===== config.mk =====
export PLATFORM = sky130hd
export DESIGN_NAME = addsub_issue_ctrl
export DESIGN_NICKNAME = d
export VERILOG_FILES = /design/src/rtl/addsub_issue_ctrl.sv
export SDC_FILE = /design/constraint.sdc
export NUM_CORES = 1
export LEC_CHECK = 0
export CORE_MARGIN = 10
export CORE_UTILIZATION = 39
export DETAILED_ROUTE_END_ITERATION = 10
export PLACE_DENSITY = 0.77
export SLEW_MARGIN = 20
export SYNTH_ARGS = -nofsm -noshare
export SYNTH_HDL_FRONTEND = slang
export SYNTH_SLANG_ARGS = --single-unit

===== constraint.sdc =====
create_clock -name clk -period 5.35 [get_ports clk]
set_input_delay 1.605 -clock clk [delete_from_list [all_inputs] [get_ports clk]]
set_output_delay 1.605 -clock clk [all_outputs]
set_load 0.01 [all_outputs]

===== src/rtl/addsub_issue_ctrl.sv =====
// ---------------------------------------------------------------------------
// addsub_issue_ctrl
//
// Issue/capture stage wrapped around an external 16-bit adder/subtractor.
// An operation is accepted over a valid/ready handshake and its operands are
// registered onto the adder inputs. One cycle later the adder sum/carry-out
// are captured together with derived flags (carry, signed overflow, zero,
// negative), and the result is held until the consumer accepts it. A
// result accumulator lets operand A be taken from the previous result so
// add/sub operations can be chained.
//
// Ports
//   clk, rst                 clock (rising edge), async active-high reset
//   acc_clr                  synchronous clear of the accumulator
//   in_valid / in_ready      upstream handshake
//   in_a, in_b, in_op        operands and op select (0 = A+B, 1 = A-B)
//   in_acc                   take operand A from the accumulator
//   add_a, add_b, add_op     registered operands driven to the adder
//   add_sum, add_cout        adder outputs
//   out_valid / out_ready    downstream handshake
//   out_result               captured sum
//   out_carry                captured carry-out (subtract: 1 = no borrow)
//   out_ovf, out_zero,
//   out_neg                  signed overflow, result == 0, result sign bit
// ---------------------------------------------------------------------------
module addsub_issue_ctrl #(
    parameter int                 WIDTH     = 16,
    parameter logic [WIDTH-1:0]   ACC_RESET = 16'h0000
) (
    input  logic             clk,
    input  logic             rst,
    input  logic             acc_clr,
    input  logic             in_valid,
    output logic             in_ready,
    input  logic [WIDTH-1:0] in_a,
    input  logic [WIDTH-1:0] in_b,
    input  logic             in_op,
    input  logic             in_acc,
    output logic [WIDTH-1:0] add_a,
    output logic [WIDTH-1:0] add_b,
    output logic             add_op,
    input  logic [WIDTH-1:0] add_sum,
    input  logic             add_cout,
    output logic             out_valid,
    input  logic             out_ready,
    output logic [WIDTH-1:0] out_result,
    output logic             out_carry,
    output logic             out_ovf,
    output logic             out_zero,
    output logic             out_neg
);

    typedef enum logic [1:0] {
        ST_IDLE = 2'd0,
        ST_EXEC = 2'd1,
        ST_HOLD = 2'd2
    } state_t;

    // Signed overflow of a two's-complement add or subtract, judged from the
    // operand and result sign bits only.
    function automatic logic calc_ovf(
        input logic [WIDTH-1:0] a,
        input logic [WIDTH-1:0] b,
        input logic [WIDTH-1:0] s,
        input logic             op
    );
        logic ovf;
        if (op == 1'b0) begin
            ovf = (a[WIDTH-1] == b[WIDTH-1]) && (s[WIDTH-1] != a[WIDTH-1]);
        end else begin
            ovf = (a[WIDTH-1] != b[WIDTH-1]) && (s[WIDTH-1] != a[WIDTH-1]);
        end
        return ovf;
    endfunction

    state_t           state_q,     state_d;
    logic [WIDTH-1:0] acc_q,       acc_d;
    logic [WIDTH-1:0] acc_cap_s;
    logic [WIDTH-1:0] add_a_q,     add_a_d;
    logic [WIDTH-1:0] add_b_q,     add_b_d;
    logic             add_op_q,    add_op_d;
    logic [WIDTH-1:0] result_q,    result_d;
    logic             carry_q,     carry_d;
    logic             ovf_q,       ovf_d;
    logic             zero_q,      zero_d;
    logic             neg_q,       neg_d;
    logic             out_valid_q, out_valid_d;
    logic             in_ready_q,  in_ready_d;

    // Next-state, operand issue, result capture and accumulator update.
    always_comb begin
        state_d   = state_q;
        acc_cap_s = acc_q;
        add_a_d   = add_a_q;
        add_b_d   = add_b_q;
        add_op_d  = add_op_q;
        result_d  = result_q;
        carry_d   = carry_q;
        ovf_d     = ovf_q;
        zero_d    = zero_q;
        neg_d     = neg_q;

        case (state_q)
            ST_IDLE: begin
                if (in_valid) begin
                    // acc_q is the pre-clear value even when acc_clr is high now.
                    add_a_d  = in_acc ? acc_q : in_a;
                    add_b_d  = in_b;
                    add_op_d = in_op;
                    state_d  = ST_EXEC;
                end else begin
                    state_d  = ST_IDLE;
                end
            end
            ST_EXEC: begin
                // Adder has had a full cycle to settle from the registered operands.
                result_d  = add_sum;
                carry_d   = add_cout;
                ovf_d     = calc_ovf(add_a_q, add_b_q, add_sum, add_op_q);
                zero_d    = (add_sum == {WIDTH{1'b0}});
                neg_d     = add_sum[WIDTH-1];
                acc_cap_s = add_sum;
                state_d   = ST_HOLD;
            end
            ST_HOLD: begin
                if (out_ready) begin
                    state_d = ST_IDLE;
                end else begin
                    state_d = ST_HOLD;
                end
            end
            default: begin
                state_d = ST_IDLE;
            end
        endcase

        // A clear in the capture cycle beats the captured sum.
        acc_d = acc_clr ? ACC_RESET : acc_cap_s;

        // Handshake outputs are registered, so derive them from the next state.
        in_ready_d  = (state_d == ST_IDLE);
        out_valid_d = (state_d == ST_HOLD);
    end

    // State, datapath and output registers with asynchronous reset.
    always_ff @(posedge clk or posedge rst) begin
        if (rst) begin
            state_q     <= ST_IDLE;
            acc_q       <= ACC_RESET;
            add_a_q     <= {WIDTH{1'b0}};
            add_b_q     <= {WIDTH{1'b0}};
            add_op_q    <= 1'b0;
            result_q    <= {WIDTH{1'b0}};
            carry_q     <= 1'b0;
            ovf_q       <= 1'b0;
            zero_q      <= 1'b0;
            neg_q       <= 1'b0;
            out_valid_q <= 1'b0;
            in_ready_q  <= 1'b1;
        end else begin
            state_q     <= state_d;
            acc_q       <= acc_d;
            add_a_q     <= add_a_d;
            add_b_q     <= add_b_d;
            add_op_q    <= add_op_d;
            result_q    <= result_d;
            carry_q     <= carry_d;
            ovf_q       <= ovf_d;
            zero_q      <= zero_d;
            neg_q       <= neg_d;
            out_valid_q <= out_valid_d;
            in_ready_q  <= in_ready_d;
        end
    end

    assign in_ready   = in_ready_q;
    assign add_a      = add_a_q;
    assign add_b      = add_b_q;
    assign add_op     = add_op_q;
    assign out_valid  = out_valid_q;
    assign out_result = result_q;
    assign out_carry  = carry_q;
    assign out_ovf    = ovf_q;
    assign out_zero   = zero_q;
    assign out_neg    = neg_q;

endmodule


# ---- Yosys cells after proc, flatten, opt, wreduce, memory -nomap -nowiden
# Index checks and enable logic that the tools add are counted.
dict set report op_classes {
  addsub 0
  n_mul 0
  div_mod_pow 0
  order_cmp 0
  eq_ne 6
  shifts 0
  muxes 7
  n_bitwise 0
  reduce_logical 7
}
# cell n
set op_table {}
lappend op_table {{two-way mux 16 bit} 3}
lappend op_table {{zero test 16 bit} 1}
lappend op_table {{case mux 2 bit (3 select lines)} 1}
lappend op_table {{equality test 2 bit (second input constant)} 2}
lappend op_table {{zero test 2 bit} 2}
lappend op_table {{equality test 2 x 1 -> 1 bit (second input constant)} 1}
lappend op_table {{logical AND 1 bit} 2}
lappend op_table {{two-way mux 1 bit} 2}
lappend op_table {{two-way mux 2 bit} 1}
lappend op_table {{inequality test 1 bit} 2}
lappend op_table {{AND reduction 2 bit} 1}
lappend op_table {{nonzero test 2 bit} 1}
lappend op_table {{equality test 1 bit} 1}
dict set report word_totals {
  reg_bits 73
  latch_bits 0
  ram_bits 0
  romBits 0
  input_bits 56
  mem_count 0
}

# ---- Logic depth before layout (Yosys ltp)
# Gate-level depths: netlist of run 1.
dict set report depth {
  word_depth 3
  depth_mapped 5
}

# ---- Worst setup path before layout of run 1
# Ideal clock, no wire load.
dict set report synth_path {
  path_kind {input-to-reg}
  from {input in_valid}
  to {register add_b_q[10], in the netlist add_b[10]}
  setup_time_ns 0.125
  t_arrival_ns 2.390
  t_required_ns 5.225
  path_slack_ns 2.836
  path_stages 3
  path_cell_list {nor3b_4 > buf_6 > mux2_2}
}
dict set report synth_between {
  elab_chain_len 1
}
# item line_no
set synth_lines {}
lappend synth_lines {{start: declaration} 33} ;# input logic in_valid,
lappend synth_lines {{AND reduction 2 bit (no source line)} --}
lappend synth_lines {{end signal: assignment} 151} ;# add_b_q <= {WIDTH{1'b0}};
lappend synth_lines {{end: declaration} 80} ;# logic [WIDTH-1:0] add_b_q, add_b_d;
# Every way passes these cells.
# A chain may end at the register's enable or synchronous reset.

# ---- Worst setup path in the final report of run 1
dict set report layout_path {
  from {input in_valid}
  to {register add_b_q[6], in the netlist add_b[6]}
}
# Same word-level chain as after synthesis.

==> results of run 1 <==
==> worst min path at each step <==
stage / endpoint / slack, ps
final: out_carry$_DFFE_PP0P_ / 480
after global routing: out_carry$_DFFE_PP0P_ / 500
after CTS: out_result[2]$_DFFE_PP0P_ / 490
after detailed placement: out_result[1]$_DFFE_PP0P_ / 470
after global placement: out_result[0]$_DFFE_PP0P_ / 460
after floorplan: acc_q[0]$_DFFE_PP0P_ / 500
==> kinds of logic (layout without fill, tap and decap cells) <==
family                 after synthesis  in the layout  synth area share (%)
AND/OR/NAND/NOR                     99             99                  14.4
flip-flops                          72             72                  62.7
AO/OA/AOI/OAI                       35             35                  6.09
multiplexers                        34             34                  12.6
buffers and inverters               17            128                  3.96
XOR/XNOR                             1              1                 0.305
==> metrics by stage <==
stage               hold slack, ps  area, um2  setup WS, ps  utilization (%)  std cells
floorplan                      501       2880          1920                -        258
global placement               460       4010          1700             55.6        454
detailed placement             468       4010          1660             55.6        454
CTS                            486       4170          2020             57.9        468
global route                   504       4180          1920             57.9        468
finish                         481       4180          2030             57.9        468
==> cell usage after synthesis <==
cell,number
sky130_fd_sc_hd__inv_1,1
sky130_fd_sc_hd__nand2_1,66
sky130_fd_sc_hd__o21ai_0,4
sky130_fd_sc_hd__nor2b_1,3
sky130_fd_sc_hd__dfrtp_1,71
sky130_fd_sc_hd__buf_2,4
sky130_fd_sc_hd__dfstp_2,1
sky130_fd_sc_hd__nand3_1,1
sky130_fd_sc_hd__buf_1,1
sky130_fd_sc_hd__mux2_2,17
sky130_fd_sc_hd__a21oi_1,31
sky130_fd_sc_hd__nor2_1,20
sky130_fd_sc_hd__nor4_1,3
sky130_fd_sc_hd__buf_6,2
sky130_fd_sc_hd__buf_4,8
sky130_fd_sc_hd__nor3_1,2
sky130_fd_sc_hd__nand2b_1,2
sky130_fd_sc_hd__nor3b_4,1
sky130_fd_sc_hd__clkbuf_1,1
sky130_fd_sc_hd__nor3b_1,1
sky130_fd_sc_hd__mux2i_1,17
sky130_fd_sc_hd__xnor2_1,1
==> layer usage <==
metal | part of all wire, % | GRT usage, %
met1 | 43 | 16.2
met2 | 48 | 21.5
met3 | 8.0 | 4.87
met4 | 1.7 | 5.90
met5 | 0 | 0
==> layout by cell type, fill, tap and decap left out, types with 2 or more instances in the layout <==
cell type	count
sky130_fd_sc_hd__nor4_1	3
sky130_fd_sc_hd__mux2i_1	17
sky130_fd_sc_hd__a21oi_1	31
sky130_fd_sc_hd__o21ai_0	4
sky130_fd_sc_hd__nand2_1	66
sky130_fd_sc_hd__clkinv_2	4
sky130_fd_sc_hd__nor3_1	2
sky130_fd_sc_hd__clkbuf_8	10
sky130_fd_sc_hd__buf_4	3
sky130_fd_sc_hd__nor2_1	20
sky130_fd_sc_hd__nor2b_1	2
sky130_fd_sc_hd__mux2_2	17
sky130_fd_sc_hd__dfrtp_1	71
sky130_fd_sc_hd__nand2b_1	2
sky130_fd_sc_hd__clkdlybuf4s50_1	110
==> worst register-to-register path: stages, from the launching register on <==
cell and delay, ps:
sky130_fd_sc_hd__dfrtp_1 470, sky130_fd_sc_hd__nor3b_4 680, sky130_fd_sc_hd__buf_4 440, sky130_fd_sc_hd__mux2_2 380
==> layout make-up <==
type,instances,area share [%]
clock buffer,10,3.29
clock inverter,4,0.539
inverter,1,0.120
multi-input combinational,169,23.0
sequential,72,43.2
tap,99,2.96
timing repair buffer,113,26.9
==> power by group through the flow <==
stage	sequential, uW	clock (uW)	combinational (uW)
CTS	915	368	1000
floorplan	1000	0	376
global route	946	391	1080
finish	912	356	981
detailed placement	924	0	997
global placement	914	0	975
==> state kept, by name, summed over array words and instances, names as in the netlist <==
signal / cells
out_valid: 1
out_ovf: 1
add_b: 16
add_op: 1
out_carry: 1
in_ready: 1
state_q: 2
add_a: 16
acc_q: 16
out_zero: 1
out_result: 16
==> metrics.txt, run 1 <==
# TYPE chip_impl_metric gauge
chip_impl_metric{name="vdd.ir_drop.worst",unit="V"} 0.000176
chip_impl_info{name="timing.critical_path.slowest_stage_cell",value="sky130_fd_sc_hd__nor3b_4"} 1
chip_impl_metric{name="yosysUniqueCellTypes",unit=""} 22
chip_impl_metric{name="cts_max_level",unit=""} 3
chip_impl_metric{name="ctsHoldBuffers",unit=""} 0
chip_impl_metric{name="io-pin-count",unit=""} 111
chip_impl_metric{name="final.period_utilization",unit="%"} 62.0
chip_impl_metric{name="drive_above_1_share",unit="%"} 10.3
chip_impl_metric{name="pin_count_of_the_biggest_net_entering_global_routing",unit=""} 49
chip_impl_metric{name="fp-row-count",unit=""} 31
chip_impl_metric{name="drt_first_pass_iters",unit=""} 4
chip_impl_metric{name="floorplan.core_area",unit="um2"} 7210
chip_impl_info{name="worst_r2r_startpoint",value="state_q[1]$_DFF_PP0_"} 1
chip_impl_metric{name="fill_count",unit=""} 661
chip_impl_metric{name="remaining_antenna_violation_count",unit=""} 0
chip_impl_metric{name="worst-slew-pin-transition",unit="ps"} 890
chip_impl_metric{name="clkLatencyLatePin",unit="ps"} 330
chip_impl_info{name="start_point_of_the_worst_min_delay_path",value="out_carry$_DFFE_PP0P_"} 1
chip_impl_metric{name="grt_pass1_vias",unit=""} 2314
chip_impl_metric{name="crit_path_max_incr_delay",unit="ps"} 660
chip_impl_metric{name="floorplan.die.width",unit="um"} 106
chip_impl_metric{name="cp.depth",unit=""} 4
chip_impl_metric{name="regArea",unit="um2"} 1800
chip_impl_metric{name="critical_path_required",unit="ps"} 5570
chip_impl_metric{name="seq_power_share",unit="%"} 40.6
chip_impl_metric{name="critical_path_peak_fanout",unit=""} 35
chip_impl_metric{name="cts_made_buffers",unit=""} 9
chip_impl_metric{name="report.final.setup_viol",unit=""} 0
chip_impl_metric{name="synthToLayoutAreaGrowth",unit="%"} 45.2
chip_impl_metric{name="drt-wirelength-per-cell",unit="um"} 16.0
chip_impl_metric{name="fin_total_pwr",unit="uW"} 2250
chip_impl_metric{name="dr_total_vias",unit=""} 2214
chip_impl_metric{name="mappedNetlistNets",unit=""} 314
chip_impl_metric{name="max-cap-violations",unit=""} 0
chip_impl_metric{name="timing.clock.skew",unit="ps"} 6.17
chip_impl_metric{name="sum_of_net_half_perimeters_after_detailed_placement",unit="um"} 5850
chip_impl_info{name="critPathKind",value="in2reg"} 1
chip_impl_metric{name="globalRoute.totalOverflow",unit=""} 0
chip_impl_metric{name="power_density",unit="nW/um2"} 538
chip_impl_metric{name="min_delay_path_depth",unit=""} 2
chip_impl_metric{name="synth.yosys.seq_area_share",unit="%"} 62.7
chip_impl_metric{name="finalWeightedCongestion",unit=""} 0.760
chip_impl_info{name="critPathTopFamily",value="buffers and inverters"} 1
chip_impl_metric{name="p_switching",unit="uW"} 748
chip_impl_metric{name="routed_via_density",unit=""} 4.73
chip_impl_metric{name="worstRegToRegCells",unit=""} 3
chip_impl_metric{name="timing.final.max_slew_violations",unit=""} 0
chip_impl_metric{name="grt_pass1_wl",unit="um"} 12300
chip_impl_metric{name="totalNegativeSetupSlack",unit="ps"} 0
chip_impl_metric{name="synth_area_per_cell",unit="um2"} 11.1
chip_impl_info{name="startpoint",value="in_valid"} 1
chip_impl_metric{name="num_clock_sinks",unit=""} 72
chip_impl_metric{name="p_int",unit="uW"} 1500
chip_impl_info{name="hold_path_class",value="reg2reg"} 1
chip_impl_metric{name="critical_path_at",unit="ps"} 3540
chip_impl_metric{name="start_util",unit="%"} 39.9
chip_impl_metric{name="diodes",unit=""} 0
chip_impl_info{name="setup.worst_path.end",value="add_b[6]$_DFFE_PP0P_"} 1
chip_impl_metric{name="synth_cells",unit=""} 258
chip_impl_metric{name="cts_repair_resize_count",unit=""} 0
chip_impl_metric{name="routed_wl",unit="um"} 7470
chip_impl_metric{name="pwr-share-comb",unit="%"} 43.6
chip_impl_metric{name="cts.clk_slew.worst_paths",unit="ps"} 70
chip_impl_info{name="cts_tree",value="yes"} 1
chip_impl_info{name="endpoint_kind",value="flip-flop"} 1
chip_impl_metric{name="clock_power_share",unit="%"} 15.8
chip_impl_metric{name="fmaxAchievable",unit="MHz"} 302
chip_impl_metric{name="cts.repair_timing.setup_buffer_count",unit=""} 0
chip_impl_metric{name="rrSetupSlack",unit="ps"} 3280
chip_impl_metric{name="dieHeight",unit="um"} 106
chip_impl_metric{name="cts_buffer_depth",unit=""} 2
chip_impl_metric{name="fin_nets",unit=""} 422
chip_impl_metric{name="fraction_of_power_spent_switching_nets",unit="%"} 33.3
chip_impl_info{name="synth_area_leaders",value="sky130_fd_sc_hd__dfrtp_1, sky130_fd_sc_hd__nand2_1, sky130_fd_sc_hd__mux2_2"} 1
chip_impl_info{name="outcome",value="finished, final reports clean"} 1
chip_impl_metric{name="finalCriticalPeriod",unit="ps"} 3320
chip_impl_metric{name="syn-cell-area",unit="um2"} 2880
chip_impl_metric{name="gr-usage-all-layers",unit="%"} 13.5
chip_impl_metric{name="buffer_ports.inserted",unit=""} 110
chip_impl_metric{name="yosysTopAreaCellShare",unit="%"} 61.8
chip_impl_metric{name="yosysWarningCount",unit=""} 0
chip_impl_info{name="rsz_0062_raised_after_global_routing",value="false"} 1
chip_impl_metric{name="grt_antenna_before_repair",unit=""} 0
chip_impl_info{name="synth_top_cell_by_area",value="sky130_fd_sc_hd__dfrtp_1"} 1
chip_impl_info{name="timing.critical_path.cells",value="clkdlybuf4s50_1 > nor3b_4 > buf_4 > mux2_2"} 1
chip_impl_metric{name="critical_path_buf_inv_count",unit=""} 2
chip_impl_metric{name="area_of_the_multi_input_gates",unit="um2"} 962
chip_impl_info{name="setup.worst_path.start_class",value="input port"} 1
chip_impl_metric{name="worst_slew_margin_rel",unit="%"} 40.4
chip_impl_metric{name="hold_viol",unit=""} 0
chip_impl_info{name="cts-root-buf",value="sky130_fd_sc_hd__clkbuf_8"} 1
chip_impl_metric{name="floorplan_die_area",unit="um2"} 11200
chip_impl_metric{name="power_leakage",unit="uW"} 0.00184
chip_impl_metric{name="postSynthRegisterBits",unit=""} 72
chip_impl_info{name="r2r-end",value="add_b[6]$_DFFE_PP0P_"} 1
chip_impl_metric{name="drt-initial-drc-count",unit=""} 77
chip_impl_metric{name="drc",unit=""} 0
No activity file was read; power rests on OpenSTA's default activity.
==> run 2, diff against run 1 <==
- clock period: 5.35 -> 3.3 ns (I/O delays scaled with it)
==> metrics.txt, run 2 (same netlist as run 1, synthesis figures left out) <==
# TYPE chip_impl_metric gauge
chip_impl_metric{name="finalCriticalPeriod",unit="ps"} 2380
chip_impl_metric{name="routed_via_density",unit=""} 4.71
chip_impl_metric{name="floorplan.die.width",unit="um"} 106
chip_impl_info{name="layout.cells.most_common",value="sky130_fd_sc_hd__clkdlybuf4s50_1"} 1
chip_impl_metric{name="report.final.setup_viol",unit=""} 0
chip_impl_info{name="setup.worst_path.start_class",value="flip-flop"} 1
chip_impl_metric{name="ctsHoldBuffers",unit=""} 0
chip_impl_metric{name="crit_path_max_incr_delay",unit="ps"} 530
chip_impl_metric{name="fin_nets",unit=""} 424
chip_impl_metric{name="worstRegToRegCells",unit=""} 4
chip_impl_metric{name="critical_path_required",unit="ps"} 2310
chip_impl_metric{name="floorplan.core_area",unit="um2"} 7210
chip_impl_metric{name="remaining_antenna_violation_count",unit=""} 0
chip_impl_metric{name="power_density",unit="nW/um2"} 893
chip_impl_metric{name="worst-slew-pin-transition",unit="ps"} 709
chip_impl_metric{name="fmaxAchievable",unit="MHz"} 421
chip_impl_metric{name="dr_total_vias",unit=""} 2218
chip_impl_info{name="rsz_0062_raised_after_global_routing",value="false"} 1
chip_impl_info{name="cts-root-buf",value="sky130_fd_sc_hd__clkbuf_8"} 1
chip_impl_info{name="highest_routed_metal_layer",value="met4"} 1
chip_impl_metric{name="final.period_utilization",unit="%"} 72.0
chip_impl_info{name="timing.critical_path.slowest_stage_cell",value="sky130_fd_sc_hd__clkdlybuf4s50_1"} 1
chip_impl_info{name="outcome",value="finished, final reports clean"} 1
chip_impl_metric{name="power_leakage",unit="uW"} 0.00187
chip_impl_metric{name="met3_routed_wirelength",unit="um"} 603
chip_impl_metric{name="max-cap-violations",unit=""} 0
chip_impl_metric{name="vdd.ir_drop.worst",unit="V"} 0.000359
chip_impl_metric{name="num_clock_sinks",unit=""} 72
chip_impl_info{name="endpoint_kind",value="output port"} 1
chip_impl_info{name="startpoint",value="in_ready$_DFF_PP1_"} 1
chip_impl_info{name="worst_r2r_startpoint",value="state_q[1]$_DFF_PP0_"} 1
chip_impl_metric{name="dieHeight",unit="um"} 106
chip_impl_metric{name="start_util",unit="%"} 39.9
chip_impl_metric{name="timing.final.max_slew_violations",unit=""} 0
chip_impl_metric{name="finalWeightedCongestion",unit=""} 0.775
chip_impl_metric{name="rrSetupSlack",unit="ps"} 1650
chip_impl_metric{name="hold_viol",unit=""} 0
chip_impl_info{name="critPathKind",value="reg2out"} 1
chip_impl_metric{name="drt_first_pass_iters",unit=""} 4
chip_impl_metric{name="globalRoute.totalOverflow",unit=""} 0
chip_impl_info{name="top_library_cells_by_usage_in_the_layout_fill_and_taps_aside",value="sky130_fd_sc_hd__clkdlybuf4s50_1, sky130_fd_sc_hd__dfrtp_1, sky130_fd_sc_hd__nand2_1"} 1
chip_impl_metric{name="timing.clock.skew",unit="ps"} 5.70
chip_impl_metric{name="met2_routed_wl",unit="um"} 3680
chip_impl_metric{name="cp.depth",unit=""} 1
chip_impl_metric{name="clkLatencyLatePin",unit="ps"} 340
chip_impl_info{name="cts_tree",value="yes"} 1
chip_impl_metric{name="critical_path_at",unit="ps"} 1390
chip_impl_metric{name="cts_repair_resize_count",unit=""} 0
chip_impl_metric{name="drt-wirelength-per-cell",unit="um"} 16.2
chip_impl_metric{name="cts_buffer_depth",unit=""} 2
chip_impl_metric{name="sum_of_net_half_perimeters_after_detailed_placement",unit="um"} 5970
chip_impl_metric{name="grt_pass1_vias",unit=""} 2337
chip_impl_metric{name="buffer_ports.inserted",unit=""} 110
chip_impl_metric{name="clock_power_share",unit="%"} 19.0
chip_impl_metric{name="fp-row-count",unit=""} 31
chip_impl_metric{name="cts.repair_timing.setup_buffer_count",unit=""} 0
chip_impl_info{name="setup.worst_path.end",value="in_ready"} 1
chip_impl_metric{name="drt-initial-drc-count",unit=""} 102
chip_impl_metric{name="diodes",unit=""} 0
chip_impl_metric{name="wirelength_met1",unit="um"} 3230
chip_impl_metric{name="io-pin-count",unit=""} 111
chip_impl_metric{name="cts.clk_slew.worst_paths",unit="ps"} 70
chip_impl_info{name="r2r-end",value="acc_q[6]$_DFFE_PP0P_"} 1
chip_impl_metric{name="floorplan_die_area",unit="um2"} 11200
chip_impl_metric{name="pin_count_of_the_biggest_net_entering_global_routing",unit=""} 46
chip_impl_metric{name="fill_count",unit=""} 625
chip_impl_metric{name="grt_antenna_before_repair",unit=""} 0
chip_impl_metric{name="critical_path_buf_inv_count",unit=""} 1
chip_impl_metric{name="drive_above_1_share",unit="%"} 10.5
chip_impl_metric{name="fraction_of_power_spent_switching_nets",unit="%"} 32.0
chip_impl_metric{name="area_of_the_multi_input_gates",unit="um2"} 962
chip_impl_info{name="hold_path_class",value="reg2reg"} 1
chip_impl_info{name="critPathTopFamily",value="buffers and inverters"} 1
chip_impl_metric{name="grt_pass1_wl",unit="um"} 12400
chip_impl_metric{name="gr-usage-all-layers",unit="%"} 14.0
chip_impl_metric{name="pwr-share-comb",unit="%"} 42.0
chip_impl_metric{name="seq_power_share",unit="%"} 39.0
chip_impl_metric{name="totalNegativeSetupSlack",unit="ps"} 0
chip_impl_metric{name="regArea",unit="um2"} 1800
chip_impl_metric{name="p_switching",unit="uW"} 1210
chip_impl_metric{name="drc",unit=""} 0
chip_impl_metric{name="fin_hold_ws",unit="ps"} 479
chip_impl_metric{name="cts_made_buffers",unit=""} 9
chip_impl_metric{name="critical_path_peak_fanout",unit=""} 1
chip_impl_info{name="timing.critical_path.cells",value="clkdlybuf4s50_1"} 1
chip_impl_metric{name="synthToLayoutAreaGrowth",unit="%"} 47.6
chip_impl_metric{name="routed_wl",unit="um"} 7620
chip_impl_metric{name="p_int",unit="uW"} 2580
chip_impl_metric{name="worst_slew_margin_rel",unit="%"} 52.5
chip_impl_metric{name="cts_max_level",unit=""} 3
run 2: cell types whose count changed in the layout (fill, tap and decap cells not counted), sizes merged:
cell,previous run,this run
inv,0,1
clkinv,4,2
clkbuf,10,11
clkinvlp,1,0
bufinv,0,2
buf,3,5
run 2: layer usage:
layer	vias up	global-route usage, %
li1	1075	-
met1	1068	16.5
met2	64	22.3
met3	11	5.48
met4	0	5.71
met5	-	0
run 2: final cells by class:
class / instances / share of cell area (%)
timing repair buffer: 115 / 27.1
multi-input combinational: 169 / 22.7
sequential: 72 / 42.5
inverter: 1 / 0.0884
clock buffer: 11 / 3.09
tap: 99 / 2.92
clock inverter: 4 / 1.65
run 2: worst min-delay path by stage:
| stage | startpoint | endpoint | slack (ps) | depth (start not counted) |
|---|---|---|---|---|
| finish | out_result[3]$_DFFE_PP0P_ | out_result[3]$_DFFE_PP0P_ | 480 | 2 |
| global route | out_result[3]$_DFFE_PP0P_ | out_result[3]$_DFFE_PP0P_ | 500 | 2 |
| CTS | out_result[5]$_DFFE_PP0P_ | out_result[5]$_DFFE_PP0P_ | 490 | 2 |
| detailed placement | out_result[5]$_DFFE_PP0P_ | out_result[5]$_DFFE_PP0P_ | 470 | 2 |
| global placement | out_result[11]$_DFFE_PP0P_ | out_result[11]$_DFFE_PP0P_ | 460 | 2 |
| floorplan | acc_q[0]$_DFFE_PP0P_ | acc_q[0]$_DFFE_PP0P_ | 500 | 2 |
run 2: through the flow:
step | total power (uW) | utilization [%] | setup WS (ps) | area (um2) | instances
2_1_floorplan | 2230 | - | 487 | 2880 | 258
3_3_place_gp | 3070 | 56.0 | 837 | 4040 | 456
3_5_place_dp | 3110 | 56.0 | 813 | 4040 | 456
4_1_cts | 3840 | 58.8 | 900 | 4240 | 471
5_1_grt | 4060 | 58.8 | 876 | 4250 | 471
6_report | 3790 | 58.8 | 922 | 4250 | 471
run 2: power by group through the flow:
stage               clock network [uW]  registers (uW)  logic [uW]
floorplan                            0            1620         610
global placement                     0            1480        1590
detailed placement                   0            1500        1610
CTS                                736            1490        1620
global route                       789            1530        1740
finish                             721            1480        1590
==> run 3, diff against run 2 <==
- clock period: 3.3 -> 2.2 ns (I/O delays scaled with it)
==> metrics.txt, run 3 (same netlist as run 1, synthesis figures left out) <==
# TYPE chip_impl_metric gauge
chip_impl_metric{name="regArea",unit="um2"} 1800
chip_impl_info{name="setup.worst_path.start_class",value="flip-flop"} 1
chip_impl_metric{name="drt_first_pass_iters",unit=""} 4
chip_impl_metric{name="routed_wl",unit="um"} 7890
chip_impl_info{name="critPathTopFamily",value="buffers and inverters"} 1
chip_impl_metric{name="area_of_the_multi_input_gates",unit="um2"} 960
chip_impl_metric{name="hold_viol",unit=""} 0
chip_impl_metric{name="crit_path_max_incr_delay",unit="ps"} 540
chip_impl_info{name="cts_tree",value="yes"} 1
chip_impl_metric{name="power_density",unit="nW/um2"} 1340
chip_impl_info{name="timing.critical_path.cells",value="clkdlybuf4s50_1"} 1
chip_impl_metric{name="grt_pass1_vias",unit=""} 2458
chip_impl_info{name="critPathKind",value="reg2out"} 1
chip_impl_metric{name="num_clock_sinks",unit=""} 72
chip_impl_metric{name="cts.clk_slew.worst_paths",unit="ps"} 70
chip_impl_metric{name="totalNegativeSetupSlack",unit="ps"} 0
chip_impl_metric{name="finalCriticalPeriod",unit="ps"} 2050
chip_impl_info{name="endpoint_kind",value="output port"} 1
chip_impl_metric{name="clkLatencyLatePin",unit="ps"} 330
chip_impl_info{name="cts-root-buf",value="sky130_fd_sc_hd__clkbuf_8"} 1
chip_impl_info{name="rsz_0062_raised_after_global_routing",value="false"} 1
chip_impl_metric{name="timing.clock.skew",unit="ps"} 7.30
chip_impl_metric{name="worst_slew_margin_rel",unit="%"} 63.3
chip_impl_metric{name="cts_repair_resize_count",unit=""} 0
chip_impl_info{name="layout.cells.most_common",value="sky130_fd_sc_hd__clkdlybuf4s50_1"} 1
chip_impl_metric{name="floorplan.die.width",unit="um"} 106
chip_impl_metric{name="start_util",unit="%"} 39.9
chip_impl_metric{name="finalWeightedCongestion",unit=""} 0.782
chip_impl_metric{name="fp-row-count",unit=""} 31
chip_impl_metric{name="final_area",unit="um2"} 4290
chip_impl_metric{name="drt-wirelength-per-cell",unit="um"} 16.6
chip_impl_metric{name="timing.final.max_slew_violations",unit=""} 0
chip_impl_metric{name="grt_antenna_before_repair",unit=""} 0
chip_impl_metric{name="grt_pass1_wl",unit="um"} 12700
chip_impl_metric{name="fill_count",unit=""} 628
chip_impl_metric{name="dpl_cell_area",unit="um2"} 4090
chip_impl_metric{name="ctsHoldBuffers",unit=""} 0
chip_impl_metric{name="critical_path_peak_fanout",unit=""} 1
chip_impl_metric{name="floorplan.core_area",unit="um2"} 7210
chip_impl_metric{name="gr-usage-all-layers",unit="%"} 14.1
chip_impl_metric{name="io-pin-count",unit=""} 111
chip_impl_metric{name="remaining_antenna_violation_count",unit=""} 0
chip_impl_metric{name="pin_count_of_the_biggest_net_entering_global_routing",unit=""} 73
chip_impl_metric{name="synthToLayoutAreaGrowth",unit="%"} 49.2
chip_impl_metric{name="final.period_utilization",unit="%"} 93.2
chip_impl_metric{name="report.final.setup_viol",unit=""} 0
chip_impl_info{name="top_library_cells_by_usage_in_the_layout_fill_and_taps_aside",value="sky130_fd_sc_hd__clkdlybuf4s50_1, sky130_fd_sc_hd__dfrtp_1, sky130_fd_sc_hd__nand2_1"} 1
chip_impl_metric{name="drt-initial-drc-count",unit=""} 68
chip_impl_metric{name="vdd.ir_drop.worst",unit="V"} 0.000528
chip_impl_metric{name="routed_via_density",unit=""} 4.71
chip_impl_metric{name="cts_max_level",unit=""} 3
chip_impl_metric{name="cts_made_buffers",unit=""} 9
chip_impl_info{name="timing.critical_path.slowest_stage_cell",value="sky130_fd_sc_hd__clkdlybuf4s50_1"} 1
chip_impl_metric{name="power_leakage",unit="uW"} 0.00189
chip_impl_metric{name="max-cap-violations",unit=""} 0
chip_impl_metric{name="dieHeight",unit="um"} 106
chip_impl_metric{name="drive_above_1_share",unit="%"} 11.2
chip_impl_metric{name="fin_nets",unit=""} 427
chip_impl_metric{name="critical_path_buf_inv_count",unit=""} 1
chip_impl_metric{name="diodes",unit=""} 0
chip_impl_metric{name="worst-slew-pin-transition",unit="ps"} 550
chip_impl_metric{name="drc",unit=""} 0
chip_impl_metric{name="critical_path_at",unit="ps"} 1390
chip_impl_metric{name="cts_buffer_depth",unit=""} 2
chip_impl_metric{name="critical_path_required",unit="ps"} 1540
chip_impl_info{name="outcome",value="finished, final reports clean"} 1
chip_impl_metric{name="dr_total_vias",unit=""} 2235
chip_impl_metric{name="sum_of_net_half_perimeters_after_detailed_placement",unit="um"} 6020
chip_impl_info{name="hold_path_class",value="reg2reg"} 1
chip_impl_metric{name="buffer_ports.inserted",unit=""} 110
chip_impl_metric{name="fmaxAchievable",unit="MHz"} 488
chip_impl_metric{name="cts.repair_timing.setup_buffer_count",unit=""} 0
chip_impl_metric{name="floorplan_die_area",unit="um2"} 11200
chip_impl_metric{name="globalRoute.totalOverflow",unit=""} 0
run 3: changes by cell type in the layout (fill, tap and decap cells not counted), sizes merged:
cell      change
buf           +3
clkbuf        +2
bufinv        -1
clkinvlp      +1
inv           -1
run 3: final cells by class:
class                   instances  share of cell area (%)
clock inverters                 3                   0.933
flip-flops and latches         72                    42.0
repair buffers                118                    27.9
inverters                       1                   0.175
multi-input cells             169                    22.4
well taps                      99                    2.89
clock buffers                  13                    3.70
run 3: layer usage:
metal	track usage (%)	vias up	part of all wire [%]
li1	-	1078	-
met5	0	-	0
met3	6.15	8	7.7
met2	23.1	74	48
met4	4.74	0	1.1
met1	16.3	1075	43
run 3: path summary, 6_finish.rpt:
check,from,endpoint,slack (ps),depth (start not counted)
max in group asynchronous,rst,out_result[8]$_DFFE_PP0P_,1110,3
worst min-delay path,out_result[14]$_DFFE_PP0P_,out_result[14]$_DFFE_PP0P_,470,2
worst min register to register,out_result[14]$_DFFE_PP0P_,out_result[14]$_DFFE_PP0P_,470,2
min in group asynchronous,rst,add_b[1]$_DFFE_PP0P_,760,3
worst max register to register,state_q[1]$_DFF_PP0_,add_b[9]$_DFFE_PP0P_,820,3
worst max-delay path,in_ready$_DFF_PP1_,in_ready,150,1
run 3: stage by stage:
stage	utilization, %	std cells	total power [uW]	hold slack (ps)	setup WS [ps]
floorplan	-	258	3350	501	631
detailed placement	56.7	459	4760	462	175
finish	59.5	475	5730	475	150
CTS	59.5	475	5820	480	128
global placement	56.7	459	4670	459	214
global route	59.5	475	6130	503	108
run 3: where the power goes:
part / switching, uW / total [uW] / internal, uW / leakage (uW)
clock: 459 / 1040 / 584 / 0.000103
sequential: 326 / 2220 / 1890 / 0.000884
combinational: 1070 / 2470 / 1400 / 0.000900
total: 1860 / 5730 / 3880 / 0.00189
